### src/rtl/fir_folded_sequencer.sv
// fir_folded_sequencer
//
// Folded (time-multiplexed) 5-tap FIR controller. One shared multiplier and
// accumulator process one tap per clock. Samples enter over a valid/ready
// handshake, the FSM walks the taps, and each result leaves over a second
// valid/ready handshake.
//
// Configuration macro: FIR_FOLDED_COEF_LOAD_EN
//   defined   - coefficient bank is writable through coef_*_i while idle
//   undefined - coefficients fixed at {3, 7, 20, 7, 3}; coef_*_i are ignored
//
// Ports:
//   clk_i         rising-edge clock
//   rst_ni        asynchronous active-low reset
//   in_data_i     sample x[n]
//   in_valid_i    in_data_i is valid
//   in_ready_o    block can accept a sample (idle)
//   out_data_o    filtered result y[n]
//   out_valid_o   out_data_o is valid
//   out_ready_i   consumer accepts out_data_o
//   coef_we_i     coefficient write strobe
//   coef_addr_i   coefficient index 0..FirOrder
//   coef_data_i   coefficient value
//   busy_o        high while computing or holding a result
module fir_folded_sequencer #(
  parameter int unsigned FirOrder    = 4,
  parameter int unsigned SampleSize  = 6,
  parameter int unsigned WeightSize  = 5,
  parameter int unsigned WordSizeOut = 2 * SampleSize + 3
) (
  input  logic                   clk_i,
  input  logic                   rst_ni,
  input  logic [SampleSize-1:0]  in_data_i,
  input  logic                   in_valid_i,
  output logic                   in_ready_o,
  output logic [WordSizeOut-1:0] out_data_o,
  output logic                   out_valid_o,
  input  logic                   out_ready_i,
  input  logic                   coef_we_i,
  input  logic [2:0]             coef_addr_i,
  input  logic [WeightSize-1:0]  coef_data_i,
  output logic                   busy_o
);

  localparam int unsigned NumTaps = FirOrder + 1;
  localparam int unsigned TapW    = $clog2(NumTaps);
  localparam int unsigned ProdW   = SampleSize + WeightSize;

  typedef enum logic [1:0] {
    StIdle,
    StMac,
    StDone
  } state_e;

  function automatic logic [WeightSize-1:0] coef_default(input int unsigned k);
    case (k)
      0:       return WeightSize'(3);
      1:       return WeightSize'(7);
      2:       return WeightSize'(20);
      3:       return WeightSize'(7);
      4:       return WeightSize'(3);
      default: return '0;
    endcase
  endfunction

  state_e                 state_q;
  logic [SampleSize-1:0]  dline_q [NumTaps];
  logic [WordSizeOut-1:0] acc_q;
  logic [TapW-1:0]        tap_q;
  logic [WordSizeOut-1:0] out_data_q;
  logic                   out_valid_q;

  logic [WeightSize-1:0]  coef [NumTaps];
  logic [ProdW-1:0]       prod;
  logic [WordSizeOut-1:0] acc_sum;

`ifdef FIR_FOLDED_COEF_LOAD_EN
  logic [WeightSize-1:0] coef_q [NumTaps];

  // Writes only land while idle; a write on the accept edge is seen by that
  // sample's MAC because the first tap is multiplied one cycle later.
  always_ff @(posedge clk_i or negedge rst_ni) begin
    if (!rst_ni) begin
      for (int k = 0; k < NumTaps; k++) begin
        coef_q[k] <= coef_default(k);
      end
    end else if (state_q == StIdle && coef_we_i && coef_addr_i <= 3'(FirOrder)) begin
      coef_q[coef_addr_i] <= coef_data_i;
    end
  end

  assign coef = coef_q;
`else
  always_comb begin
    for (int k = 0; k < NumTaps; k++) begin
      coef[k] = coef_default(k);
    end
  end

  logic unused_coef;
  assign unused_coef = ^{coef_we_i, coef_addr_i, coef_data_i};
`endif

  // Shared multiplier, zero-extended into the accumulator width.
  always_comb begin
    prod    = ProdW'(dline_q[tap_q]) * ProdW'(coef[tap_q]);
    acc_sum = acc_q + WordSizeOut'(prod);
  end

  always_ff @(posedge clk_i or negedge rst_ni) begin
    if (!rst_ni) begin
      state_q     <= StIdle;
      acc_q       <= '0;
      tap_q       <= '0;
      out_data_q  <= '0;
      out_valid_q <= 1'b0;
      for (int k = 0; k < NumTaps; k++) begin
        dline_q[k] <= '0;
      end
    end else begin
      unique case (state_q)
        StIdle: begin
          if (in_valid_i) begin
            for (int k = NumTaps - 1; k > 0; k--) begin
              dline_q[k] <= dline_q[k-1];
            end
            dline_q[0] <= in_data_i;
            acc_q      <= '0;
            tap_q      <= '0;
            state_q    <= StMac;
          end
        end
        StMac: begin
          acc_q <= acc_sum;
          tap_q <= tap_q + 1'b1;
          if (tap_q == TapW'(FirOrder)) begin
            out_data_q  <= acc_sum;
            out_valid_q <= 1'b1;
            state_q     <= StDone;
          end
        end
        StDone: begin
          // Result is held until the consumer takes it.
          if (out_ready_i) begin
            out_valid_q <= 1'b0;
            state_q     <= StIdle;
          end
        end
        default: state_q <= StIdle;
      endcase
    end
  end

  assign in_ready_o  = (state_q == StIdle);
  assign busy_o      = (state_q != StIdle);
  assign out_data_o  = out_data_q;
  assign out_valid_o = out_valid_q;

endmodule

### config.mk
export PLATFORM = sky130hd
export DESIGN_NAME = fir_folded_sequencer
export DESIGN_NICKNAME = d
export VERILOG_FILES = /design/src/rtl/fir_folded_sequencer.sv
export SDC_FILE = /design/constraint.sdc
export NUM_CORES = 1
export LEC_CHECK = 0
export BUFFER_PORTS_ARGS = -buffer_cell sky130_fd_sc_hd__buf_2
export CORE_MARGIN = 2
export CORE_UTILIZATION = 54
export DETAILED_ROUTE_END_ITERATION = 6
export PLACE_DENSITY_LB_ADDON = 0.2
export SKIP_LAST_GASP = 1
export SLEW_MARGIN = 20
export SYNTH_ARGS = -nofsm -noshare
export SYNTH_HDL_FRONTEND = slang
export SYNTH_SLANG_ARGS = --single-unit
### constraint.sdc
create_clock -name clk_i -period 4.2 [get_ports clk_i]
set_input_delay 0.84 -clock clk_i [delete_from_list [all_inputs] [get_ports clk_i]]
set_output_delay 0.84 -clock clk_i [all_outputs]
set_load 0.05 [all_outputs]
---- Yosys cells after proc, flatten, opt, wreduce, memory -nomap -nowiden ----
Memory sizes are Yosys's and may differ from the RTL's.
Cells that the tools add are included.
operators by class
  add/sub/neg operators ................... 2
  $mul .................................... 1
  order comparisons ....................... 1
  equal/unequal tests ..................... 6
  multiplexer cells ....................... 16
  bitwise operators ....................... 1
  reduce and logical (&&, ||, !) cells .... 9
operator list
  cell                                                             number
  15-bit one-hot mux with 2 select lines                           1
  6-bit binary-select mux with 3-bit select                        1
  15-bit by 11-bit adder with 15-bit output                        1
  15-bit 2-to-1 mux                                                1
  6-bit 2-to-1 mux                                                 2
  6-bit by 5-bit multiplier with 11-bit output                     1
  5-bit 2-to-1 mux                                                 2
  2-bit 2-to-1 mux                                                 3
  2-bit inequality test, second input constant                     3
  2-bit one-hot mux with 3 select lines                            1
  3-bit one-hot mux with 2 select lines                            1
  2-bit AND reduction                                              3
  3-bit AND reduction                                              2
  2-bit nonzero test                                               3
  4-bit >= comparator, second input constant                       1
  3-bit NOT with 4-bit output                                      1
  3-bit by 1-bit adder with 3-bit output, second input constant    1
  3-bit == test, second input constant                             1
  3-bit 2-to-1 mux                                                 1
  2-bit by 1-bit == test with 1-bit output, second input constant  1
  2-bit == test, second input constant                             1
  2-bit logical NOT                                                1
  1-bit 2-to-1 mux                                                 2
  1-bit one-hot mux with 2 select lines                            1
word-level totals
  register bits after elaboration ......... 66
  ROM bits ................................ 40
  input port bits ......................... 19
  output and inout port bits .............. 18
  word-level logic and storage cells ...... 47
  memories kept ........................... 1
memory list
  name              depth  width  read ports  clocked after Yosys merged registers in  wr ports  line  RTL
  (name not given)  8      5      1           0                                        0         106   prod = ProdW'(dline_q[tap_q]) * ProdW'(coef[tap_q]);

---- Depth between registers and ports, before layout ----
  word-level depth ........................ 7
  gate-level depth with buffers ........... 17
  mapped depth without buffers ............ 16

---- Worst setup path before layout ----
Ideal clock, no wire load.
  kind .................................... reg2reg
  start point ............................. reg tap_q[0]
  end point ............................... reg acc_q[14]
  setup time .............................. 0.069 ns
  data arrival time ....................... 4.236 ns
  data required time ...................... 4.131 ns
  slack ................................... -0.105 ns
  cell stages (with the launch flop) ...... 14
  path buffers ............................ 1
  period minus slack after synthesis ...... 4.305 ns
  cells stage by stage .................... dfrtp_1 > buf_2 > mux4_2 > a32oi_1 > fa_1 > fa_1 > fa_1 > inv_1 > ha_1 > o211ai_2 > a211oi_2 > a211oi_2 > or4_1 > nand3_1
on the way
  word-level cells in the longest chain between the ends .. 7
  elaborated cells between the ends (all ways) .. 10
  classes of those cells .................. 1 x add/sub; 1 x mul; 6 x mux; 1 x bitwise; 1 x memory
RTL lines
  what                                                                                     line  RTL
  start: declaration                                                                       69    logic [TapW-1:0] tap_q;
  start signal: assignment                                                                 135   tap_q <= tap_q + 1'b1;
  3-bit NOT with 4-bit output (implied by the code) (*)                                    106
  memory 8 x 5 bit or 6-bit binary-select mux with 3-bit select (tied branches)            --
  5-bit 2-to-1 mux (implied by the code) or 6-bit 2-to-1 mux (tied branches) (2 in a row)  106
  6-bit by 5-bit multiplier with 11-bit output (*)                                         106
  15-bit by 11-bit adder with 15-bit output (*)                                            107   acc_sum = acc_q + WordSizeOut'(prod);
  15-bit one-hot mux with 2 select lines (*)                                               121   unique case (state_q)
  end signal: assignment                                                                   134   acc_q <= acc_sum;
  end: declaration                                                                         68    logic [WordSizeOut-1:0] acc_q;
Every way passes the cells marked *; elsewhere a longest branch is shown, timed or not. The select of a mux whose other input is x is not followed.
A chain may end at the register's enable or synchronous reset.

---- Final worst setup path ----
  start point ............................. reg tap_q[0]
  end point ............................... reg out_data_q[14], in the netlist out_data_o[14]
on the way
  word-level cells in the longest chain between the ends .. 6
  elaborated cells between the ends (all ways) .. 11
  classes of those cells .................. 1 x add/sub; 1 x mul; 1 x eq/ne; 5 x mux; 1 x bitwise; 1 x reduce/logical; 1 x memory
RTL lines
  what                                                                                     line  RTL
  3-bit NOT with 4-bit output (implied by the code)                                        106
  memory 8 x 5 bit or 6-bit binary-select mux with 3-bit select (tied branches)            --
  5-bit 2-to-1 mux (implied by the code) or 6-bit 2-to-1 mux (tied branches) (2 in a row)  106
  6-bit by 5-bit multiplier with 11-bit output                                             106
  15-bit by 11-bit adder with 15-bit output                                                107
  end signal: assignment                                                                   137   out_data_q <= acc_sum;
  end: declaration                                                                         70    logic [WordSizeOut-1:0] out_data_q;
Several ways; a longest one is shown, not always the timed one. The select of a mux whose other input is x is not followed.

==> results.yml <==
status:
  outcome: "finished, violations left"
  violations: "negative setup slack"
clock_tree:
  cts_root_buf: "clkbuf_8"
  cts_tree: "done"
  cts.sinks: 66
  path_clk_slew_ns: 0.07
  insertion_delay_ns: 0.34
  cts_buffer_depth: 2
  cts_buffers: 9
  ctsHtreeMaxLevel: 3
final_layout:
  drive_above_1_share_pct: 23.9
  design_area_mm2: 0.00495
  antenna_cells: 0
  syn2layout_area_growth_pct: 22.4
  finalNetCount: 569
  post-route-util_pct: 68.2
  final_cells: 610
grt:
  grt_pass1_wl_mm: 14.6
  antenna_found_initial: 0
  grt_start_max_net_pins: 38
  grt_use_total_pct: 22.5
  gr-total-overflow: 0
  grt_pass1_vias: 3104
drt:
  first_pass_iters: 4
  drc: 0
  vias_per_cell: 5.31
  ant_nets: 0
  drt-total-wl_mm: 8.70
  drt_iter0_markers: 147
  num_vias: 3237
  post_drt_wl_per_cell_um: 14.3
synth:
  synth_area_mm2: 0.00404
  synth_top_area_cell: "dfrtp_1"
  synthesis.instances: 449
  synth.most_common_cell: "nand2_1"
  synthFlopType: "dfrtp_1"
  async_reset_ff_share_pct: 100
  synth_top_area_share_pct: 40.9
  yosysSeqAreaShare_pct: 40.9
  yosysWarnings: 0
  synth_edf_count: 0
  syn_nets: 512
  syn_area_per_cell_um2: 9.00
  ys_types: 41
  synth_seq_cells: 66
  ys_top_cells_by_count: "131 x nand2_1, 66 x dfrtp_1, 43 x inv_1, 29 x ha_1, 26 x o21ai_0"
  synth_area_leaders: "dfrtp_1 41%, nand2_1 12%, ha_1 9.0%, fa_1 7.4%, inv_1 4.0%"
timing:
  fmax_mhz: 237
  rsz0062_at_grt: "true"
  fin_crit_ns: 4.23
  fin_hold_ws_ns: 0.473
  worst_pin_slew_ns: 1.03
  slew-limit-headroom_pct: 31.2
  worst_slack_ns: -0.0253
  report.final.slew_viol_count: 0
  finalSetupViolCount: 2
  fin_crit_sh_pct: 101
  hold_viol: 0
  fin_skew_ns: 0.00944
floorplan:
  fp.dieW_um: 90.5
  num_rows: 31
  ios: 37
  core_mm2: 0.00725
  die_area_mm2: 0.00819
  initial_utilization_pct: 55.7
  die_h_um: 90.5
placed_design:
  post_dp_cell_area_mm2: 0.00448
  placed_cells: 585
  gp_congestion: 0.901
  dp_hpwl_mm: 6.02
  port_buffers: 27
setup_path:
  worstSetupStartpointType: "register"
  crit_start: "tap_q[0]"
  worstSetupEndpointType: "register"
  worst-r2r-setup-slack_ns: -0.03
  cp.arrival_ns: 4.49
  cp_max_fo: 7
  r2r-end: "out_data_o[14]"
  reg2regPathDepth: 16
  r2r_start: "tap_q[0]"
  cp.required_ns: 4.47
  critPathKind: "reg2reg"
worst_hold_path:
  hold_start: "out_data_o[6]"
  hold_path_end: "out_data_o[6]"
  hp-class: "reg2reg"
  min_path_cells: 2
job:
  drv_cap: 0
-- critical path, cell delays in order, from the launching register on --
cell and delay [ns]:
dfrtp_1 0.40, buf_12 0.15, mux4_2 0.55, buf_6 0.14
and2_1 0.14, ha_1 0.30, fa_1 0.48, inv_1 0.05
fa_1 0.53, inv_1 0.06, ha_4 0.27, buf_4 0.12
o211ai_4 0.08, a211oi_4 0.25, a211oi_4 0.10, or3_1 0.33
a31oi_1 0.18
-- worst max path at each step --
stage                          end  cells after the start
floorplan                acc_q[14]                     13
global placement         acc_q[14]                     14
detailed placement  out_data_o[14]                     14
CTS                 out_data_o[14]                     13
global route        out_data_o[14]                     16
finish              out_data_o[14]                     16
-- sequential cells by signal (all words and copies together) (netlist names) --
register / count
state_q: 2
out_data_o: 15
tap_q: 3
out_valid_o: 1
acc_q: 15
dline_q: 30
-- layout make-up --
| type | count | area, um2 |
|---|---|---|
| fill | 576 | 2310 |
| timing repair buffer | 66 | 452 |
| sequential | 66 | 1650 |
| clock inverter | 5 | 78.8 |
| clock buffer | 11 | 131 |
| inverter | 43 | 161 |
| multi-input combinational | 320 | 2350 |
| tap | 99 | 124 |
-- per-stage QoR --
stage | TNS [ns] | setup WS (ns)
2_1_floorplan | 0 | 0.0325
3_3_place_gp | -0.409 | -0.120
3_5_place_dp | -0.662 | -0.181
4_1_cts | -0.0228 | -0.0129
5_1_grt | -1.09 | -0.183
6_report | -0.0414 | -0.0253
-- timing repair --
action | in CTS | in global routing
gates resized for setup | 18 | 26
hold buffers | 0 | 0
buffers inserted | 5 | 4
gates cloned | 0 | 0
setup endpoints to repair | 13 | 20
pin swaps | 17 | 18
-- layout by cell type (no fill, tap or decap), types with 2 or more instances in the layout --
cell type and count:
buf_4 35, dfrtp_1 65, xor2_1 6, and2_1 12
ha_4 6, nand3_1 17, bufinv_16 2, a211oi_4 2
clkbuf_1 2, nor2b_1 4, inv_2 4, o211ai_1 2
a31oi_1 3, o21ai_0 21, and2_4 2, a21oi_1 9
mux4_2 6, nand3_2 2, clkbuf_8 9, o21ai_1 5
ha_2 2, ha_1 21, o31ai_1 3, buf_2 27
fa_1 14, nor2_1 12, nand2b_1 3, inv_1 39
a211o_1 2, a21o_1 4, a21oi_2 2, clkinv_2 2
buf_6 3, nand2_1 131, a32oi_2 3, nand4_1 6
-- logic make-up after synthesis --
group	count (synthesis)	synth area share, %
adders and majority gates	44	16.4
xor gates and xnor gates	8	1.73
DFF	66	40.9
muxes	7	3.59
buffers and inverters	63	6.19
AOI/OAI and AO/OA	64	10.2
and+or+nand+nor	197	21.0
-- routing by layer --
| metal | track usage [%] | wire, um | vias up |
|---|---|---|---|
| met3 | 3.76 | 377 | 22 |
| met2 | 35.1 | 4060 | 85 |
| met4 | 9.74 | 217 | 0 |
| li1 | - | - | 1584 |
| met5 | 0 | 0 | - |
| met1 | 31.3 | 4050 | 1546 |
Power is not shown: default switching activity piles up to over one toggle a cycle in this logic, so the estimate is an artifact.
